===== src/rtl/rx_frame_module.sv =====
// rtl/rx_frame_module.sv - 8N1 asynchronous serial frame receiver
//
// Purpose:
//   Receives 8N1 frames on rx_pin (1 start bit, 8 data bits LSB first,
//   1 stop bit), sampling each bit at its nominal centre as timed from
//   the falling edge of the start bit. A correctly framed byte is
//   published on rx_data with a one-cycle rx_done_sig pulse. A byte whose
//   stop bit reads 0 gives a one-cycle rx_err_sig pulse instead. In that
//   case the receiver waits out the break condition before it accepts
//   another frame.
//
// Parameters:
//   BPS         clk cycles per serial bit (434 = 50 MHz at 115200 bps)
//
// Ports:
//   clk         system clock, rising-edge
//   rst_n       asynchronous active-low reset
//   rx_en_sig   receive enable; low forces IDLE and suppresses pulses
//   rx_pin      asynchronous serial input, idle high
//   rx_data     last correctly framed data byte
//   rx_done_sig one-cycle pulse: new byte on rx_data
//   rx_err_sig  one-cycle pulse: framing error (stop bit sampled 0)

module rx_frame_module #(
  parameter logic [12:0] BPS = 13'd434
) (
  input  logic       clk,
  input  logic       rst_n,
  input  logic       rx_en_sig,
  input  logic       rx_pin,
  output logic [7:0] rx_data,
  output logic       rx_done_sig,
  output logic       rx_err_sig
);

  // Sample points are reached when the timer reads the final count of
  // the interval. The timer restarts at 0 on every sample point, so a
  // full bit period spans the values 0..BPS-1.
  localparam logic [15:0] BPS_W     = {3'b000, BPS};
  localparam logic [15:0] FULL_LAST = BPS_W - 16'd1;
  localparam logic [15:0] HALF_LAST = (BPS_W >> 1) - 16'd1;

  typedef enum logic [2:0] {
    IDLE  = 3'd0,
    START = 3'd1,
    DATA  = 3'd2,
    STOP  = 3'd3,
    BREAK = 3'd4
  } state_t;

  state_t      state;
  logic        sync_1;
  logic        rx_sync;
  logic        rx_prev;
  logic [15:0] bit_timer;
  logic [2:0]  bit_cnt;
  logic [7:0]  shift_reg;

  logic        fall_edge;
  logic        half_hit;
  logic        full_hit;

  // The synchronizer and rx_prev run regardless of rx_en_sig. A line
  // held low while the receiver is disabled therefore already has
  // rx_prev low when the receiver is enabled. It cannot be mistaken for
  // a start edge; only a later high-to-low transition can.
  always_ff @(posedge clk or negedge rst_n) begin
    if (!rst_n) begin
      sync_1  <= 1'b1;
      rx_sync <= 1'b1;
      rx_prev <= 1'b1;
    end else begin
      sync_1  <= rx_pin;
      rx_sync <= sync_1;
      rx_prev <= rx_sync;
    end
  end

  assign fall_edge = rx_prev & ~rx_sync;
  assign half_hit  = (bit_timer == HALF_LAST);
  assign full_hit  = (bit_timer == FULL_LAST);

  // Frame FSM. Both pulses default low every cycle, which makes them
  // single-cycle by construction. They are set only in mutually
  // exclusive branches of the STOP state, so they never coincide.
  always_ff @(posedge clk or negedge rst_n) begin
    if (!rst_n) begin
      state       <= IDLE;
      bit_timer   <= 16'd0;
      bit_cnt     <= 3'd0;
      shift_reg   <= 8'h00;
      rx_data     <= 8'h00;
      rx_done_sig <= 1'b0;
      rx_err_sig  <= 1'b0;
    end else begin
      rx_done_sig <= 1'b0;
      rx_err_sig  <= 1'b0;

      if (!rx_en_sig) begin
        // Disable wins over everything, including a stop-bit sample
        // landing in this very cycle.
        state     <= IDLE;
        bit_timer <= 16'd0;
        bit_cnt   <= 3'd0;
      end else begin
        case (state)
          IDLE: begin
            bit_timer <= 16'd0;
            if (fall_edge) begin
              bit_cnt <= 3'd0;
              state   <= START;
            end
          end

          START: begin
            if (half_hit) begin
              bit_timer <= 16'd0;
              // Line back high at mid start bit: glitch, not a frame.
              state     <= rx_sync ? IDLE : DATA;
            end else begin
              bit_timer <= bit_timer + 16'd1;
            end
          end

          DATA: begin
            if (full_hit) begin
              bit_timer          <= 16'd0;
              shift_reg[bit_cnt] <= rx_sync;
              if (bit_cnt == 3'd7) begin
                bit_cnt <= 3'd0;
                state   <= STOP;
              end else begin
                bit_cnt <= bit_cnt + 3'd1;
              end
            end else begin
              bit_timer <= bit_timer + 16'd1;
            end
          end

          STOP: begin
            if (full_hit) begin
              bit_timer <= 16'd0;
              if (rx_sync) begin
                rx_data     <= shift_reg;
                rx_done_sig <= 1'b1;
                // IDLE is entered right at the stop-bit centre, so a
                // start bit that follows immediately is still caught.
                state       <= IDLE;
              end else begin
                rx_err_sig  <= 1'b1;
                state       <= BREAK;
              end
            end else begin
              bit_timer <= bit_timer + 16'd1;
            end
          end

          BREAK: begin
            // Wait for the line to recover. Edges are ignored here, so
            // a long low level cannot be re-read as a start bit.
            bit_timer <= 16'd0;
            if (rx_sync) begin
              state <= IDLE;
            end
          end

          default: begin
            state     <= IDLE;
            bit_timer <= 16'd0;
            bit_cnt   <= 3'd0;
          end
        endcase
      end
    end
  end

endmodule


===== config.mk =====
export PLATFORM = sky130hd
export DESIGN_NAME = rx_frame_module
export DESIGN_NICKNAME = d
export VERILOG_FILES = /design/src/rtl/rx_frame_module.sv
export SDC_FILE = /design/constraint.sdc
export NUM_CORES = 1
export LEC_CHECK = 0
export BUFFER_PORTS_ARGS = -buffer_cell sky130_fd_sc_hd__buf_2
export CORE_ASPECT_RATIO = 0.75
export CORE_UTILIZATION = 45
export CTS_BUF_LIST = sky130_fd_sc_hd__clkbuf_2
export DETAILED_ROUTE_END_ITERATION = 8
export GPL_TIMING_DRIVEN = 0
export HOLD_SLACK_MARGIN = 0.02
export PLACE_DENSITY_LB_ADDON = 0.15
export SLEW_MARGIN = 20
export SYNTH_ARGS = -nofsm -noshare
export SYNTH_HDL_FRONTEND = slang
export SYNTH_SLANG_ARGS = --single-unit
export TNS_END_PERCENT = 1

===== constraint.sdc =====
create_clock -name clk -period 2.2 [get_ports clk]
set_input_delay 0.44 -clock clk [delete_from_list [all_inputs] [get_ports clk]]
set_output_delay 0.44 -clock clk [all_outputs]
set_load 0.01 [all_outputs]

## After elaboration in Yosys (flattened, before gate mapping)

Cells that the tools add are included.

- Bits in registers: 43
- Output and inout port bits: 10

- Bitwise gates (word level): 2
- Reductions and logical operators: 8
- $add $sub $neg: 2
- Multiplexer cells: 30
- Equality and inequality tests: 14
- $lt $le $gt $ge: 2

Operators with widths:

| kind | number |
|---|---|
| $mux 16 | 3 |
| $mux 3 | 12 |
| $pmux 16 s2 | 1 |
| $ne 3x3->1 const B | 6 |
| $add 16x1->16 const B | 1 |
| $eq 16x8->1 const B | 1 |
| $eq 16x9->1 const B | 1 |
| $pmux 3 s5 | 1 |
| $mux 1 | 9 |
| $pmux 3 s3 | 1 |
| $bwmux 8 | 1 |
| $eq 3x2->1 const B | 2 |
| $eq 3x3->1 const B | 2 |
| $reduce_and 3->1 | 2 |
| $reduce_and 6->1 | 1 |
| $lt 3x4->1 const B | 1 |
| $reduce_and 4->1 | 1 |
| $add 3x1->3 const B | 1 |
| $demux 1 s3 | 1 |
| $eq 3x1->1 const B | 1 |
| $ge 3x1->1 const B | 1 |
| $logic_not 3->1 | 1 |
| $reduce_or 3->1 | 1 |
| $mux 2 | 1 |
| other kinds (5) | 5 |

## Logic depth before layout (Yosys ltp)

- Depth after elaboration: 5
- Depth in mapped cells: 7
- Depth with buffers taken out: 6

## Least setup slack after synthesis

No wires, ideal clock.

- Path kind: register to register
- From: reg bit_timer[1]
- To: reg shift_reg[5]
- Arrival time: 1757 ps
- Library setup time: 125 ps
- Path slack: 318 ps
- Cell stages (with the launch flop): 8
- Clock period less this slack: 1882 ps
- Cells stage by stage: dfrtp_1 -> inv_1 -> ha_1 -> and4bb_2 -> nand4_4 -> buf_6 -> nor4_2 -> mux2_2

- Cells in the longest elaborated chain, start to end: 2

RTL lines:

| what | RTL line | source |
|---|---|---|
| start, declared | 55 | `logic [15:0] bit_timer;` |
| start signal, assigned | 121 | `bit_timer <= bit_timer + 16'd1;` |
| start signal, assigned | 136 | `bit_timer <= bit_timer + 16'd1;` |
| start signal, assigned | 154 | `bit_timer <= bit_timer + 16'd1;` |
| $eq 16x9->1 | 81 | `assign full_hit = (bit_timer == FULL_LAST);` |
| $reduce_and 3->1 (no source line) | -- |  |
| end signal, assigned by index | 128 | `shift_reg[bit_cnt] <= rx_sync;` |
| end, declared | 57 | `logic [7:0] shift_reg;` |

Every way passes these cells.
A chain may end at the register's enable or synchronous reset.

## Final worst setup path

- From: reg bit_timer[2]
- To: reg shift_reg[5]

The elaborated chain is that of the path after synthesis.

==> metrics.yaml <==
yosys:
  synthTopCellsByArea: "dfrtp_1 48%, mux2_2 8.6%, dfstp_2 3.8%, nor2_1 3.6%, xnor2_1 3.3%"
  ys_warn_count: 0
  ys.flop_type: "dfrtp_1"
  postSynthAreaPerCell_um2: 11.4
  async_flop_share: 1.00
  synthCells: 183
  synth_seq_area_share: 0.516
  synth_top_cell_area_share: 0.478
  syn_area_um2: 2090
  syn_nets: 192
  synth_top_area_cell: "dfrtp_1"
  ys_types: 40
  synth_seq_cells: 43
  synth-edff-count: 0
drt:
  drt_iter0_markers: 52
  wl_met2_um: 1680
  highest_layer: "met4"
  drc: 0
  wl_met3_um: 133
  vias_per_cell: 5.33
  num_vias: 1390
  dr.pass1.iters: 4
  finalWirelength_um: 3690
  antenna_left: 0
  wl_per_cell_um: 14.1
  wl_met1_um: 1820
sta:
  timing.hold.ws_ns: 0.118
  hold_viol: 0
  worst_pin_slew_ns: 0.911
  fin_skew_ns: 0.0259
  layout_worst_path_cycle_share: 0.946
  finalSetupTns_ns: 0
  finalSetupViolCount: 0
  rsz0062_at_grt: "false"
  fmax_ghz: 0.480
  maxSlewHeadroom: 0.393
  period_minus_slack_ns: 2.08
  drv_slew: 0
clock_tree:
  postCtsSetupBuffers: 0
  clk_latency_ns: 0.41
  cts_tree: "done"
  clk_path_buf_depth: 2
  ctsRootBufferMaster: "clkbuf_2"
  cts.sinks: 43
  path_clk_slew_ns: 0.22
  cts_buffers: 5
  htreeDepth: 2
floorplanning:
  initial_core_util: 0.468
  fp.coreArea_um2: 4470
  io-pin-count: 14
  die-area_um2: 4930
  rows: 21
  die_w_um: 80.7
  die_h_um: 61.1
final_layout:
  n_antenna_cell: 0
  final_cell_mix: "40 x dfrtp_1, 20 x nor2_1, 16 x mux2_2"
  fin_cells: 261
  nNetsFinal: 212
  layout_commonest_cell: "dfrtp_1"
  finalInstanceArea_um2: 2300
  largest_reg_flops: 16
  fillers: 420
  drive_above_1_share: 0.250
  area_growth_pct: 10.0
placement:
  dpl_cell_area_um2: 2230
  dp.cells: 253
  routabilityCongestion: 0.845
  io_buffer_count: 13
  hpwlAfterDp_um: 2610
critical_path:
  worstSetupPathType: "reg2reg"
  worst-path-max-fanout: 10
  required_ns: 2.53
  arrival_ns: 2.41
  ff2ff_setup_slack_ns: 0.12
  critPathLaunchType: "flip-flop"
  reg2reg_from: "bit_timer[2]"
  r2r_end: "shift_reg[5]"
  reg2reg_depth: 5
  cp-end-kind: "flip-flop"
power_and_ir_drop:
  ir_drop_mv: 0.275
  power_density_nw_per_um2: 564
  leakagePower_nw: 1.02
outcome:
  status: "finished clean"
hold_path:
  hold_class: "in2async"
grt:
  overflow: 0
  antenna_found_initial: 0
  grt_max_degree: 44
  grt.total_usage: 0.177
  grt_first_pass_wirelength_um: 6350
  grt_pass1_vias: 1401
flow_run:
  maxCapViolCount: 0
-- critical path, cell delays in order, from the launching register on --
cell     delay [ns]
dfrtp_1        0.53
nor4_4         0.39
nand4_4        0.24
buf_6          0.22
nor4_2         0.26
mux2_2         0.36
-- kinds of logic (layout without fill, tap and decap cells) --
logic type	Yosys count	in the layout	share of synthesized area
fa+ha+maj	5	5	0.0299
compound gates	9	9	0.0329
xor+xnor	14	14	0.0586
mux	19	19	0.100
flops	43	43	0.516
buf+inv	14	35	0.0299
simple gates	79	79	0.232
-- cells in the mapped netlist, drive strengths merged, types with 2 or more instances --
cell    count
and3        5
buf         3
clkbuf      3
dfrtp      40
dfstp       3
ha          5
inv         8
mux2       16
mux2i       3
nand2      11
nand2b      3
nand3       5
nand4       9
nor2       21
nor2b       3
nor3        2
nor4       12
o21ai       2
xnor2       8
xor2        6
-- metal layers --
layer  GRT usage  up-vias
li1            -      687
met1       0.232      669
met2       0.281       27
met3      0.0444        7
met4      0.0816        0
met5           0        -
-- stage by stage --
| stage | power, mW | utilization | worst slack (ns) |
|---|---|---|---|
| final | 1.30 | 0.515 | 0.118 |
| after floorplan | 0.836 | - | 0.318 |
| after global placement | 0.860 | 0.499 | 0.137 |
| after CTS | 1.33 | 0.514 | 0.0590 |
| after global routing | 1.36 | 0.515 | 0.00115 |
| after detailed placement | 0.863 | 0.499 | 0.0853 |
-- where the power goes --
| part | switching, mW | internal [mW] |
|---|---|---|
| clock network | 0.260 | 0.192 |
| logic | 0.0334 | 0.0110 |
| registers | 0.00377 | 0.799 |
-- timing repair --
action,in CTS,in global routing
setup endpoints to repair,0,3
hold buffers,0,0
gates resized for setup,0,1
-- area by class of cell --
class | count | area [um^2] | area share
buffer | 6 | 32.5 | 0.0141
tap | 57 | 71.3 | 0.0310
clock inverter | 3 | 43.8 | 0.0190
clock buffer | 5 | 25.0 | 0.0109
inverter | 8 | 30.0 | 0.0130
timing repair buffer | 13 | 65.1 | 0.0283
multi-input combinational | 126 | 955 | 0.415
sequential | 43 | 1080 | 0.469
-- how the worst max path moves through the flow --
| stage | to | slack (ns) | startpoint |
|---|---|---|---|
| CTS | rx_data[2] | 0.06 | bit_timer[2] |
| global placement | shift_reg[0] | 0.14 | rx_en_sig |
| floorplan | shift_reg[5] | 0.32 | bit_timer[1] |
| detailed placement | rx_data[2] | 0.09 | bit_timer[1] |
| finish | shift_reg[5] | 0.12 | bit_timer[2] |
| global route | shift_reg[5] | 0.001 | bit_timer[2] |
Power figures use the tool's default switching activity.
